[src/rtl/fifo_pkg.sv]
// Shared definitions for the FIFO read-side UART transmitter.
package fifo_pkg;

    // Transmitter sequencing states.
    typedef enum logic [2:0] {
        IDLE   = 3'd0,
        FETCH  = 3'd1,
        LOAD   = 3'd2,
        START  = 3'd3,
        DATA   = 3'd4,
        PARITY = 3'd5,
        STOP   = 3'd6
    } state_t;

    // UART line levels.
    localparam logic UART_IDLE  = 1'b1;
    localparam logic UART_START = 1'b0;

endpackage

[src/rtl/fifo_uart_tx_baud_tick_gen.sv]
// Bit-period timer: counts 0..CLKS_PER_BIT-1 and flags the last count.
module baud_tick_gen #(
    parameter int unsigned CLKS_PER_BIT = 16
) (
    input  logic clk_r,
    input  logic rst,
    input  logic clr,
    output logic bit_tick
);

    localparam int unsigned CNT_W = $clog2(CLKS_PER_BIT);
    localparam logic [CNT_W-1:0] LAST = CNT_W'(CLKS_PER_BIT - 1);

    logic [CNT_W-1:0] cnt;

    // Free-running count within a bit period, held at zero while cleared.
    always_ff @(posedge clk_r or posedge rst) begin
        if (rst) begin
            cnt <= '0;
        end else if (clr || (cnt == LAST)) begin
            cnt <= '0;
        end else begin
            cnt <= cnt + CNT_W'(1);
        end
    end

    // Tick on the final cycle of each bit period.
    always_comb begin
        bit_tick = (cnt == LAST) && !clr;
    end

endmodule

[src/rtl/fifo_uart_tx.sv]
// Pops bytes from the read side of the FIFO and serialises them as UART frames.
module fifo_uart_tx
    import fifo_pkg::*;
#(
    parameter int unsigned CLKS_PER_BIT = 16,
    parameter int unsigned DATA_W       = 8,
    parameter int unsigned PARITY_EN    = 0,
    parameter int unsigned STOP_BITS    = 1
) (
    input  logic              clk_r,
    input  logic              rst,
    input  logic              tx_en,
    input  logic              buf_empty,
    input  logic [DATA_W-1:0] buf_out,
    output logic              rd_en,
    output logic              tx,
    output logic              busy,
    output logic              frame_done,
    output logic [15:0]       tx_count
);

    localparam int unsigned BIT_W = $clog2(DATA_W + 1);
    localparam logic [BIT_W-1:0] LAST_DATA = BIT_W'(DATA_W - 1);
    localparam logic [BIT_W-1:0] LAST_STOP = BIT_W'(STOP_BITS - 1);

    state_t state;
    state_t next_state;

    logic [DATA_W-1:0] shreg;
    logic [DATA_W-1:0] shreg_next;
    logic              parity_bit;
    logic              parity_next;
    logic [BIT_W-1:0]  bit_cnt;
    logic [BIT_W-1:0]  bit_cnt_next;

    logic bit_tick;
    logic baud_clr;
    logic fetch_ok;
    logic last_data;
    logic last_stop;

    logic tx_next;
    logic rd_en_next;
    logic busy_next;

    baud_tick_gen #(
        .CLKS_PER_BIT(CLKS_PER_BIT)
    ) u_baud (
        .clk_r   (clk_r),
        .rst     (rst),
        .clr     (baud_clr),
        .bit_tick(bit_tick)
    );

    // Frame-position qualifiers shared by the FSM and the datapath.
    always_comb begin
        baud_clr  = !((state == START) || (state == DATA) ||
                      (state == PARITY) || (state == STOP));
        fetch_ok  = tx_en && !buf_empty;
        last_data = (state == DATA) && bit_tick && (bit_cnt == LAST_DATA);
        last_stop = (state == STOP) && bit_tick && (bit_cnt == LAST_STOP);
    end

    // State register.
    always_ff @(posedge clk_r or posedge rst) begin
        if (rst) begin
            state <= IDLE;
        end else begin
            state <= next_state;
        end
    end

    // Next-state decision; buf_empty is only consulted in IDLE and on the last stop cycle.
    always_comb begin
        next_state = state;
        unique case (state)
            IDLE:    if (fetch_ok) next_state = FETCH;
            FETCH:   next_state = LOAD;
            LOAD:    next_state = START;
            START:   if (bit_tick) next_state = DATA;
            DATA:    if (last_data) next_state = (PARITY_EN != 0) ? PARITY : STOP;
            PARITY:  if (bit_tick) next_state = STOP;
            STOP:    if (last_stop) next_state = fetch_ok ? FETCH : IDLE;
            default: next_state = IDLE;
        endcase
    end

    // Next values for shift register, parity and bit counter.
    always_comb begin
        shreg_next   = shreg;
        parity_next  = parity_bit;
        bit_cnt_next = bit_cnt;
        if (state == LOAD) begin
            shreg_next  = buf_out;
            parity_next = ^buf_out;
        end
        if ((state == DATA) && bit_tick) begin
            shreg_next = shreg >> 1;
        end
        if (next_state != state) begin
            bit_cnt_next = '0;
        end else if (bit_tick && ((state == DATA) || (state == STOP))) begin
            bit_cnt_next = bit_cnt + BIT_W'(1);
        end
    end

    // Output decode from the upcoming state so the registered outputs line up with it.
    always_comb begin
        rd_en_next = (next_state == FETCH);
        busy_next  = (next_state != IDLE);
        frame_done = last_stop;
        unique case (next_state)
            START:   tx_next = UART_START;
            DATA:    tx_next = shreg_next[0];
            PARITY:  tx_next = parity_next;
            default: tx_next = UART_IDLE;
        endcase
    end

    // Datapath and registered outputs.
    always_ff @(posedge clk_r or posedge rst) begin
        if (rst) begin
            tx         <= UART_IDLE;
            rd_en      <= 1'b0;
            busy       <= 1'b0;
            tx_count   <= '0;
            shreg      <= '0;
            parity_bit <= 1'b0;
            bit_cnt    <= '0;
        end else begin
            tx         <= tx_next;
            rd_en      <= rd_en_next;
            busy       <= busy_next;
            shreg      <= shreg_next;
            parity_bit <= parity_next;
            bit_cnt    <= bit_cnt_next;
            if (last_stop) begin
                tx_count <= tx_count + 16'd1;
            end
        end
    end

endmodule

[config.mk]
export PLATFORM = sky130hd
export DESIGN_NAME = fifo_uart_tx
export DESIGN_NICKNAME = d
export VERILOG_FILES = /design/src/rtl/fifo_pkg.sv /design/src/rtl/fifo_uart_tx_baud_tick_gen.sv /design/src/rtl/fifo_uart_tx.sv
export SDC_FILE = /design/constraint.sdc
export NUM_CORES = 1
export LEC_CHECK = 0
export ABC_AREA = 1
export BUFFER_PORTS_ARGS = -buffer_cell sky130_fd_sc_hd__buf_2
export CAP_MARGIN = 5
export CORE_MARGIN = 1
export CORE_UTILIZATION = 46
export DETAILED_ROUTE_END_ITERATION = 8
export PLACE_DENSITY = 0.65
export SLEW_MARGIN = 20
export SYNTH_ARGS = -nofsm -noshare
export SYNTH_HDL_FRONTEND = slang
export SYNTH_SLANG_ARGS = --single-unit
[constraint.sdc]
create_clock -name clk_r -period 2.4 [get_ports clk_r]
set_input_delay 0.36 -clock clk_r [delete_from_list [all_inputs] [get_ports clk_r]]
set_output_delay 0.36 -clock clk_r [all_outputs]
set_load 0.01 [all_outputs]
# == After elaboration in Yosys (flattened, before gate mapping) ==
# Cells that the tools add are included.
# word_totals
ff_bits,39
wordCells,60
# op_classes
add_sub_neg,3
n_eq_ne,13
n_mux,14
n_reduce_logical,20
# ops
cell,n
case mux 3 bit (7 select lines),1
"adder 16 x 1 -> 16 bit, second input constant",1
2-to-1 mux 8 bit,2
"== test 3 bit, second input constant",5
2-to-1 mux 3 bit,5
2-to-1 mux 4 bit,3
"== test 3 x 2 -> 1 bit, second input constant",3
"adder 4 x 1 -> 4 bit, second input constant",2
parity 8 bit,1
logical AND 1 bit,7
"== test 3 x 1 -> 1 bit, second input constant",2
logical OR 1 bit,5
"== test 4 x 3 -> 1 bit, second input constant",1
"== test 4 bit, second input constant",1
logical NOT 4 bit,1
nonzero test 2 bit,2
logical NOT 3 bit,1
inequality test 3 bit,1
case mux 1 bit (3 select lines),1
nonzero test 3 bit,1
logical NOT 1 bit,2
2-to-1 mux 1 bit,2

# == Depth between registers and ports, before layout ==
# Gate-level depths: netlist (run 1).
# logic_depth
ltp_word,11
mapped_depth,11
mapped_depth_nobuf,11

# == Cells and area by module ==
# Synthesis (run 1) repeated with hierarchy kept, for this count alone.
# hier_totals
cells_unflattened,291
area_unflattened_um2,2353.5
# by_module_without_submodules
mod,n_inst,cells_each,area_each_um2
fifo_uart_tx,1,271,2155.8
baud_tick_gen,1,20,197.7

# == Worst setup path after synthesis (run 1) ==
# Ideal clock, no wire load.
# synth_path
path_kind,flip-flop to flip-flop
from,reg u_baud.cnt[0]
to,reg tx_count[11]
setup_ps,117
arrival_ps,1419
required_ps,2283
slack_ps,865
stages_incl_launch_ff,10
path_buffers,0
cell_sequence,dfrtp_1 > ha_1 > nand3_4 > nor2_4 > nand2_4 > inv_2 > nand4_2 > nand3b_1 > nand2_1 > nand2_1
# synth_between
elab_chain_cells,4
# synth_rtl
element,line_no,source
"start, declared",fifo_uart_tx_baud_tick_gen.sv:14,logic [CNT_W-1:0] cnt;
"start signal, assigned",fifo_uart_tx_baud_tick_gen.sv:23,cnt <= cnt + CNT_W'(1);
== test 4 bit,fifo_uart_tx_baud_tick_gen.sv:29,bit_tick = (cnt == LAST) && !clr;
logical AND 1 bit,fifo_uart_tx_baud_tick_gen.sv:29,
logical AND 1 bit (2 in series),fifo_uart_tx.sv:61,last_stop = (state == STOP) && bit_tick && (bit_cnt == LAST_STOP);
"end signal, assigned",fifo_uart_tx.sv:138,tx_count <= tx_count + 16'd1;
"end, declared",fifo_uart_tx.sv:19,output logic [15:0] tx_count
# Every way passes these cells.
# A chain may end at the register's enable or synchronous reset.

# == Worst setup path after layout (run 1) ==
# layout_path
from,reg u_baud.cnt[0]
to,out frame_done
# layout_between
elab_chain_cells,4
# layout_rtl
element,line_no,source
== test 4 bit,fifo_uart_tx_baud_tick_gen.sv:29,
logical AND 1 bit,fifo_uart_tx_baud_tick_gen.sv:29,
logical AND 1 bit (2 in series),fifo_uart_tx.sv:61,
"end, declared",fifo_uart_tx.sv:18,"output logic frame_done,"
# Every way passes these cells.

==> flow_summary.json, run 1 <==
{
  "yosys_warnings": 0,
  "synth.distinct_cells": 34,
  "root_buffer": "clkbuf_8",
  "io_buffers": 31,
  "synth_xor_area_share_pct": 8.931,
  "cpPeakStageDelay_ns": 0.37,
  "syn-instance-count": 292,
  "wl_per_cell_um": 11.57,
  "r2r_slack_ns": 0.69,
  "finalNetCount": 341,
  "final_hold_viol_count": 0,
  "synth_flop_cell": "dfrtp_1",
  "synth_top_cell_by_area": "dfrtp_1",
  "routed-wl-met3_um": 170,
  "cp-startpoint": "u_baud.cnt[0]",
  "overflow": 0,
  "crit_family": "simple AND/OR/NAND/NOR gates",
  "ys_seq_area_share_pct": 41.52,
  "cp_max_fo": 7,
  "antenna_cells": 0,
  "setup_tns_ns": 0,
  "cts_resized": 0,
  "grt_max_degree": 40,
  "core_area_sq_mm": 0.004817,
  "area_growth_pct": 14.67,
  "post_cts_buffers": 0,
  "cap_violations": 0,
  "synth_top_area_share_pct": 40.40,
  "gp_congestion": 0.9047,
  "cp.arrival_ns": 1.55,
  "dr.pass1.iters": 4,
  "hpwl_mm": 3.377,
  "cp_num_buf_inv": 2,
  "synth_edf_count": 0,
  "cts_tree": "yes",
  "worst_slew_pin_slew_ns": 0.4829,
  "pre_cts_ws_ns": 0.6923,
  "die_x_um": 73.53,
  "synth-async-reset-ratio_pct": 100.0,
  "crit_chain": "ha_1, nand3_4, nor2_4, nand2_2, inv_1, buf_2",
  "clock-skew-final_ns": 0.009753,
  "rsz0062_at_grt": "false",
  "muxShareOfSynthArea_pct": 0,
  "cts_made_buffers": 5,
  "start_util_pct": 48.86,
  "cts_num_sinks": 39,
  "grt.total_usage_pct": 19.15,
  "synth_area_leaders": "dfrtp_1 (40%), nand2_1 (9.7%), inv_1 (8.1%), xor2_1 (6.0%), nand3_1 (4.5%)",
  "synth_area_sq_mm": 0.002354,
  "vias": 1936,
  "crit_path_top_delay_cell": "dfrtp_1",
  "hold_path.class": "in -> async",
  "synthTopCellsByCount": "nand2_1 (61), inv_1 (51), dfrtp_1 (38), nand3_1 (21), nor2_1 (20)",
  "grt_pass1_wl_mm": 7.997,
  "crit_type": "reg -> out",
  "path_clk_slew_ns": 0.08,
  "synth_most_common_cell": "nand2_1",
  "h-tree-depth": 2,
  "total_power_mw": 1.400,
  "first_global_vias": 1807,
  "max_freq_ghz": 0.5236,
  "insertion_delay_ns": 0.29,
  "syn_nets": 308,
  "crit_cells": 6,
  "num_io_pins": 32,
  "drt-total-wl_mm": 4.548,
  "synth_top_family_by_area": "simple AND/OR/NAND/NOR gates",
  "required_ns": 2.04,
  "final_max_slew_viol_count": 0,
  "avgSynthCellArea_sq_um": 8.060,
  "dieArea_sq_mm": 0.005407,
  "ir_drop_mv": 0.2689,
  "whs_ns": 0.1688,
  "rr_endpoint": "tx",
  "yosys.area_share.simple_pct": 31.58,
  "clk_path_buf_depth": 2,
  "endpoint_kind": "primary output",
  "synth-seq-cells": 39,
  "synth_compound_area_share_pct": 5.688,
  "relSlewSlack_pct": 67.80,
  "timing.final.crit_share_pct": 79.57,
  "met2_length_mm": 2.213,
  "die_h_um": 73.53,
  "setup_viol": 0,
  "drive_gt1_share_pct": 20.25,
  "drtIter0Drc": 81,
  "vias_per_cell": 4.926,
  "worst_slack_ns": 0.4902,
  "status": "finished, final reports clean",
  "top_layer": "met4",
  "p_per_area_mw_per_mm2": 518.7,
  "worstReg2RegStart": "state[1]",
  "drt-met1-wl_mm": 2.124,
  "placementRows": 25,
  "critical_path.endpoint": "frame_done",
  "cp-start-kind": "flop",
  "drc": 0,
  "hold_buffers": 0,
  "fin_crit_ns": 1.910,
  "grt_antenna_before_repair": 0,
  "synth_fa_ha_area_share_pct": 2.127,
  "p_leak_nw": 1.460,
  "reg2regPathDepth": 9,
  "ant_nets": 0
}
==> sequential cells by signal, summed over array words and instances (netlist names) <==
signal,flops
shreg,8
rd_en,1
state,3
bit_cnt,4
busy,1
u_baud.cnt,4
parity_bit,1
tx_count,16
tx,1
==> stage by stage <==
step / area (sq um) / std cells / utilization (%)
final: 2699 / 393 / 56.03
after global routing: 2699 / 393 / 56.03
after CTS: 2699 / 393 / 56.03
after detailed placement: 2566 / 385 / 53.27
after global placement: 2566 / 385 / 53.27
after floorplan: 2354 / 292 / -
==> cell families after synthesis <==
| group | count (synthesis) |
|---|---|
| simple gates | 144 |
| buf+inv | 60 |
| flops | 39 |
| xor+xnor | 24 |
| compound gates | 21 |
| fa+ha+maj | 4 |
==> worst reg2reg max path: cells and delay by family, from the launching register on <==
kind                   cells  cell delay, ns
buffers and inverters      2            0.22
flip-flops                 1            0.58
AND/OR/NAND/NOR            7            0.84
==> power breakdown <==
part / switching [mW] / internal [mW] / total [mW]
combinational: 0.0492 / 0.0325 / 0.0816
sequential: 0.00321 / 0.667 / 0.671
clock: 0.232 / 0.416 / 0.648
total: 0.284 / 1.12 / 1.40
==> layer usage <==
| layer | vias to the layer above | GRT usage [%] |
|---|---|---|
| met3 | 5 | 4.115 |
| li1 | 988 | - |
| met5 | - | 0 |
| met4 | 0 | 4.915 |
| met2 | 36 | 31.80 |
| met1 | 907 | 25.33 |
==> cells in the final DEF (no fill, tap or decap), types with 2 or more instances in the layout <==
master      n
nand4_1     7
clkbuf_8    5
a21oi_1     2
inv_2       2
buf_2      31
ha_1        4
nand3_4     3
nor2_2      4
nand2_2     5
xor2_1     16
nand2_1    61
bufinv_16   2
o21ai_0     8
nor3_1     10
xnor2_1     8
nand3_1    21
nor2_1     20
o221ai_1    5
dfrtp_1    38
a31oi_1     2
inv_1      51
nor2_4      5
o211ai_1    2
nand3_2     2
==> cell type report <==
| type | instances | area, sq um |
|---|---|---|
| multi-input combinational | 193 | 1137 |
| fill | 480 | 2118 |
| clock buffer | 6 | 72.57 |
| sequential | 39 | 977.2 |
| timing repair buffer | 32 | 162.7 |
| tap | 67 | 83.83 |
| inverter | 54 | 205.2 |
| clock inverter | 2 | 60.06 |
==> how the worst min path moves through the flow <==
stage | from | endpoint | cells past startpoint
6_report | rst | tx_count[14] | 3
2_1_floorplan | u_baud.cnt[0] | u_baud.cnt[0] | 1
3_3_place_gp | u_baud.cnt[0] | u_baud.cnt[0] | 1
5_1_grt | rst | tx_count[11] | 3
3_5_place_dp | u_baud.cnt[0] | u_baud.cnt[0] | 1
4_1_cts | rst | tx_count[5] | 3
(Power assumes the default switching activity.)
==> run 2: changes to the inputs <==
--- a/config.mk
+++ b/config.mk
@@ -11,7 +11,7 @@
 export CORE_MARGIN = 1
 export CORE_UTILIZATION = 46
 export DETAILED_ROUTE_END_ITERATION = 8
-export PLACE_DENSITY = 0.65
+export PLACE_DENSITY = 0.68
 export SLEW_MARGIN = 20
 export SYNTH_ARGS = -nofsm -noshare
 export SYNTH_HDL_FRONTEND = slang
==> constraint.sdc (replaced) <==
create_clock -name clk_r -period 1.6 [get_ports clk_r]
set_input_delay 0.24 -clock clk_r [delete_from_list [all_inputs] [get_ports clk_r]]
set_output_delay 0.24 -clock clk_r [all_outputs]
set_load 0.01 [all_outputs]
==> run 2 against run 1 <==
Net effect:
- the run now ends with negative setup slack left
- die area unchanged
- non-clock buffer count increased by 32
- total power increased by 40%
- register-to-register slack got worse by 0.73 ns
==> flow_summary.json, run 2 (same netlist as run 1, synthesis figures left out) <==
{
  "status": "complete, but fails checks",
  "failed_checks": "negative setup slack",
  "final_hold_viol_count": 0,
  "setup_viol": 6,
  "dr.pass1.iters": 4,
  "die_x_um": 73.53,
  "p_per_area_mw_per_mm2": 635.4,
  "use_met1_pct": 24.66,
  "clock-skew-final_ns": 0.008557,
  "ir_drop_mv": 0.4021,
  "cts_made_buffers": 5,
  "drt-total-wl_mm": 4.992,
  "grt-busiest-layer": "met2",
  "combPwrFrac_pct": 6.2,
  "h-tree-depth": 2,
  "swShare_pct": 22.57,
  "worst_slack_ns": -0.04026,
  "p_leak_nw": 1.664,
  "clk_path_buf_depth": 2,
  "vias": 2075,
  "largest_reg_flops": 16,
  "rsz0062_at_grt": "true",
  "grt_max_degree": 40,
  "root_buffer": "clkbuf_8",
  "seq_power_share_pct": 51.4,
  "first_global_vias": 1866,
  "die_h_um": 73.53,
  "cts_num_sinks": 39,
  "drive_gt1_share_pct": 33.80,
  "cp-start-kind": "flop",
  "crit_chain": "ha_4, nand3_4, nor2_4, buf_4, nor2_2, inv_1, nand2_1, nand2_2, nand2_4, nor3_4",
  "endpoint_kind": "flop",
  "finalNetCount": 373,
  "p_clk_share_pct": 42.4,
  "relSlewSlack_pct": 67.42,
  "max_freq_ghz": 0.6097,
  "drtIter0Drc": 107,
  "final_cell_mix": "nand2_1 (58), inv_1 (48), dfrtp_1 (35), buf_2 (30), buf_4 (30)",
  "crit_type": "reg -> reg",
  "core_area_sq_mm": 0.004817,
  "final_common_cell": "nand2_1",
  "top_register": "tx_count",
  "overflow": 0,
  "hold_buffers": 0,
  "required_ns": 1.77,
  "antenna_cells": 0,
  "p_int_mw": 1.514,
  "gp_congestion": 0.9185,
  "post-route-cell-area_sq_mm": 0.003077,
  "met2_usage_pct": 33.94,
  "worst_slew_pin_slew_ns": 0.4887,
  "cp.arrival_ns": 1.81,
  "top_regs": "tx_count: 16 flops, shreg: 8 flops",
  "path_clk_slew_ns": 0.08,
  "io_buffers": 31,
  "fin_crit_ns": 1.640,
  "cpPeakStageDelay_ns": 0.43,
  "hpwl_mm": 3.507,
  "final_max_slew_viol_count": 0,
  "placementRows": 25,
  "crit_path_top_delay_cell": "dfrtp_1",
  "hold_path.class": "in -> async",
  "area_growth_pct": 30.73,
  "num_io_pins": 32,
  "total_power_mw": 1.955,
  "use_met3_pct": 3.841,
  "insertion_delay_ns": 0.29,
  "grt_antenna_before_repair": 0,
  "final_util_pct": 63.87,
  "placed_area_sq_mm": 0.002709,
  "setup_tns_ns": -0.1780,
  "drc": 0,
  "cp_max_fo": 6,
  "cap_violations": 0,
  "p_switching_mw": 0.4412,
  "timing.final.crit_share_pct": 102.5,
  "whs_ns": 0.04135,
  "start_util_pct": 48.86,
  "ant_nets": 0,
  "vias_per_cell": 4.882,
  "cts_tree": "yes",
  "reg2regPathDepth": 10,
  "grt.total_usage_pct": 19.78,
  "grt_pass1_wl_mm": 8.197,
  "dieArea_sq_mm": 0.005407,
  "wl_per_cell_um": 11.75
}
-- run 2: cell type report --
| cell class | instances | area (sq um) |
|---|---|---|
| fillers | 412 | 1740 |
| multi-input cells | 193 | 1262 |
| flip-flops and latches | 39 | 980.9 |
| repair buffers | 64 | 429.2 |
| inverters | 54 | 207.7 |
| well taps | 67 | 83.83 |
| clock buffers | 5 | 68.82 |
| clock inverters | 3 | 43.79 |
-- run 2: metal layers --
metal	part of all wire [%]	wire length, um
met4	1.9	96
met2	50	2495
met1	44	2197
met5	0	0
met3	4.0	202
-- run 2: worst max-delay path: cells and delay by family (launching register included) --
kind,cells,cell delay (ns)
buffers and inverters,2,0.19
adder cells (fa/ha/maj),1,0.20
AND/OR/NAND/NOR,7,0.71
flip-flops,1,0.43
-- run 2: final timing paths --
path                          startpoint      endpoint  slack (ns)
setup / recovery           u_baud.cnt[0]    bit_cnt[0]       -0.04
hold / removal                       rst  tx_count[10]        0.04
setup reg to reg           u_baud.cnt[0]    bit_cnt[0]       -0.04
hold reg to reg             tx_count[14]  tx_count[14]        0.50
max in group asynchronous            rst      state[0]        1.18
min in group clk_r             buf_empty         rd_en        0.21
-- run 2: stage by stage --
| stage | setup WS, ns | std cells |
|---|---|---|
| floorplan | 0.06455 | 292 |
| global placement | -0.03183 | 404 |
| detailed placement | -0.05256 | 404 |
| CTS | -0.004530 | 422 |
| global route | -0.1242 | 425 |
| finish | -0.04026 | 425 |
-- run 2: timing repair --
action                     4_1_cts  5_1_grt
setup endpoints to repair        9       20
pin swaps                        6        9
buffers inserted                10        3
resized for setup               15       22
gates cloned                     0        0
-- run 2: power groups by stage --
stage               sequential [mW]  clock, mW  combinational, mW
detailed placement             1.02          0              0.124
global route                   1.01      0.900              0.140
CTS                            1.00      0.850              0.124
floorplan                      1.02          0             0.0886
finish                         1.00      0.829              0.121
global placement               1.02          0              0.120
==> run 3: changes to the inputs <==
--- a/config.mk
+++ b/config.mk
@@ -8,10 +8,12 @@
 export ABC_AREA = 1
 export BUFFER_PORTS_ARGS = -buffer_cell sky130_fd_sc_hd__buf_2
 export CAP_MARGIN = 5
+export CELL_PAD_IN_SITES_DETAIL_PLACEMENT = 1
+export CELL_PAD_IN_SITES_GLOBAL_PLACEMENT = 2
 export CORE_MARGIN = 1
-export CORE_UTILIZATION = 46
+export CORE_UTILIZATION = 30
 export DETAILED_ROUTE_END_ITERATION = 8
-export PLACE_DENSITY = 0.68
+export PLACE_DENSITY = 0.73
 export SLEW_MARGIN = 20
 export SYNTH_ARGS = -nofsm -noshare
 export SYNTH_HDL_FRONTEND = slang
==> run 3 against run 2 <==
Net effect:
- die area increased by 52%
- critical endpoint is now bit_cnt[1]
- the flow still finishes with violations (negative setup slack)
- sequential power hardly changed
- combinational power rose by 9%
==> flow_summary.json, run 3 (same netlist as run 1, synthesis figures left out) <==
{
  "whs_ns": 0.2280,
  "h-tree-depth": 2,
  "antenna_cells": 0,
  "rsz0062_at_grt": "true",
  "cp-start-kind": "flop",
  "clk_path_buf_depth": 2,
  "final_hold_viol_count": 0,
  "crit_type": "reg -> reg",
  "final_cell_mix": "nand2_1 (57), inv_1 (48), dfrtp_1 (35), buf_4 (34), buf_2 (30)",
  "status": "complete, but fails checks",
  "max_freq_ghz": 0.6096,
  "timing.final.crit_share_pct": 102.5,
  "drt-total-wl_mm": 6.344,
  "worst_slew_pin_slew_ns": 0.5541,
  "final_common_cell": "nand2_1",
  "io_buffers": 31,
  "num_io_pins": 32,
  "dieArea_sq_mm": 0.008203,
  "required_ns": 1.83,
  "worstReg2RegStart": "u_baud.cnt[0]",
  "top_register": "tx_count",
  "p_leak_nw": 1.710,
  "largest_reg_flops": 16,
  "hold_path.class": "in -> reg",
  "fin_crit_ns": 1.640,
  "dr.pass1.iters": 4,
  "hpwl_mm": 4.558,
  "critical_path.endpoint": "bit_cnt[1]",
  "overflow": 0,
  "reg2regPathDepth": 10,
  "wl_per_cell_um": 13.73,
  "vias": 2140,
  "grt_pass1_wl_mm": 11.04,
  "drtIter0Drc": 42,
  "gp_congestion": 0.7677,
  "clock-skew-final_ns": 0.006394,
  "total_power_mw": 1.901,
  "drc": 0,
  "insertion_delay_ns": 0.30,
  "placementRows": 31,
  "core_area_sq_mm": 0.007408,
  "grt.total_usage_pct": 16.77,
  "die_x_um": 90.57,
  "grt_antenna_before_repair": 0,
  "first_global_vias": 2300,
  "path_clk_slew_ns": 0.08,
  "worst_slack_ns": -0.04040,
  "vias_per_cell": 4.632,
  "top_regs": "tx_count: 16 flops, shreg: 8 flops",
  "p_per_area_mw_per_mm2": 599.0,
  "final_max_slew_viol_count": 0,
  "cts_num_sinks": 39,
  "holdPathStages": 4,
  "cp-startpoint": "u_baud.cnt[0]",
  "cp.arrival_ns": 1.87,
  "root_buffer": "clkbuf_8",
  "cts_tree": "yes",
  "relSlewSlack_pct": 63.02,
  "r2r_slack_ns": -0.04,
  "ant_nets": 0,
  "ir_drop_mv": 0.2506,
  "cap_violations": 0,
  "start_util_pct": 31.77,
  "pre_cts_ws_ns": -0.05836,
  "die_h_um": 90.57,
  "endpoint_kind": "flop",
  "cp_max_fo": 4,
  "cts_made_buffers": 5,
  "setup_viol": 7,
  "grt_max_degree": 21,
  "rr_endpoint": "bit_cnt[1]",
  "area_growth_pct": 34.82,
  "failed_checks": "negative setup slack",
  "finalNetCount": 378,
  "drive_gt1_share_pct": 34.44
}
## run 3: cell types whose count changed in the layout (fill, tap and decap cells not counted), moves of 2 or more
cell      change
buf_4         +4
clkbuf_8      +2
nand2_4       +2
nor2_2        -2
nor2_4        +2
## run 3: how the worst min path moves through the flow
stage | from | to | slack, ns
global placement | rst | shreg[7] | 0.32
global route | buf_empty | rd_en | 0.24
detailed placement | rst | shreg[4] | 0.33
CTS | buf_empty | rd_en | 0.21
floorplan | buf_out[1] | shreg[1] | 0.39
finish | buf_empty | rd_en | 0.23
## run 3: worst max-delay path: stages (launching register included)
cell and delay, ns:
dfrtp_1 0.40, ha_4 0.17, nand3_4 0.12, buf_6 0.17, nand2_4 0.09, nand2_4 0.06, nor2_4 0.10, nand3_2 0.10
nand2_2 0.11, nand2_4 0.07, nor3_2 0.17
## run 3: timing repair
action,in CTS,in global routing
hold endpoints to repair,3,0
setup endpoints to repair,12,16
hold buffers,1,0
pin swaps,6,7
gates resized for setup,24,18
setup buffers,9,4
## run 3: power breakdown
group	total [mW]	switching, mW	internal (mW)	leakage, nW
clock	0.763	0.369	0.394	0.0515
sequential	1.01	0.00472	1.00	0.485
combinational	0.132	0.0768	0.0550	1.17
total	1.90	0.451	1.45	1.71
## run 3: through the flow
stage / util (%) / instances / TNS, ns / cell area (sq um)
after detailed placement: 37.68 / 440 / -0.4498 / 2791
after floorplan: - / 292 / 0 / 2354
after CTS: 41.45 / 458 / -0.1097 / 3070
after global placement: 37.68 / 440 / -0.02343 / 2791
after global routing: 42.83 / 462 / -1.117 / 3173
final: 42.83 / 462 / -0.1154 / 3173
## run 3: area by class of cell
cell class	count	area (sq um)
Fill cell	915	4235
Multi-Input combinational cell	193	1294
Inverter	54	205.2
Timing Repair Buffer	69	469.2
Tap cell	99	123.9
Sequential cell	39	980.9
Clock buffer	8	100.1
## run 3: layer usage
metal	track usage [%]	vias to the layer above	part of all wire (%)
met1	20.56	1050	45
met2	29.92	24	52
met3	2.609	7	2.0
met5	0	-	0
li1	-	1059	-
met4	5.242	0	1.4
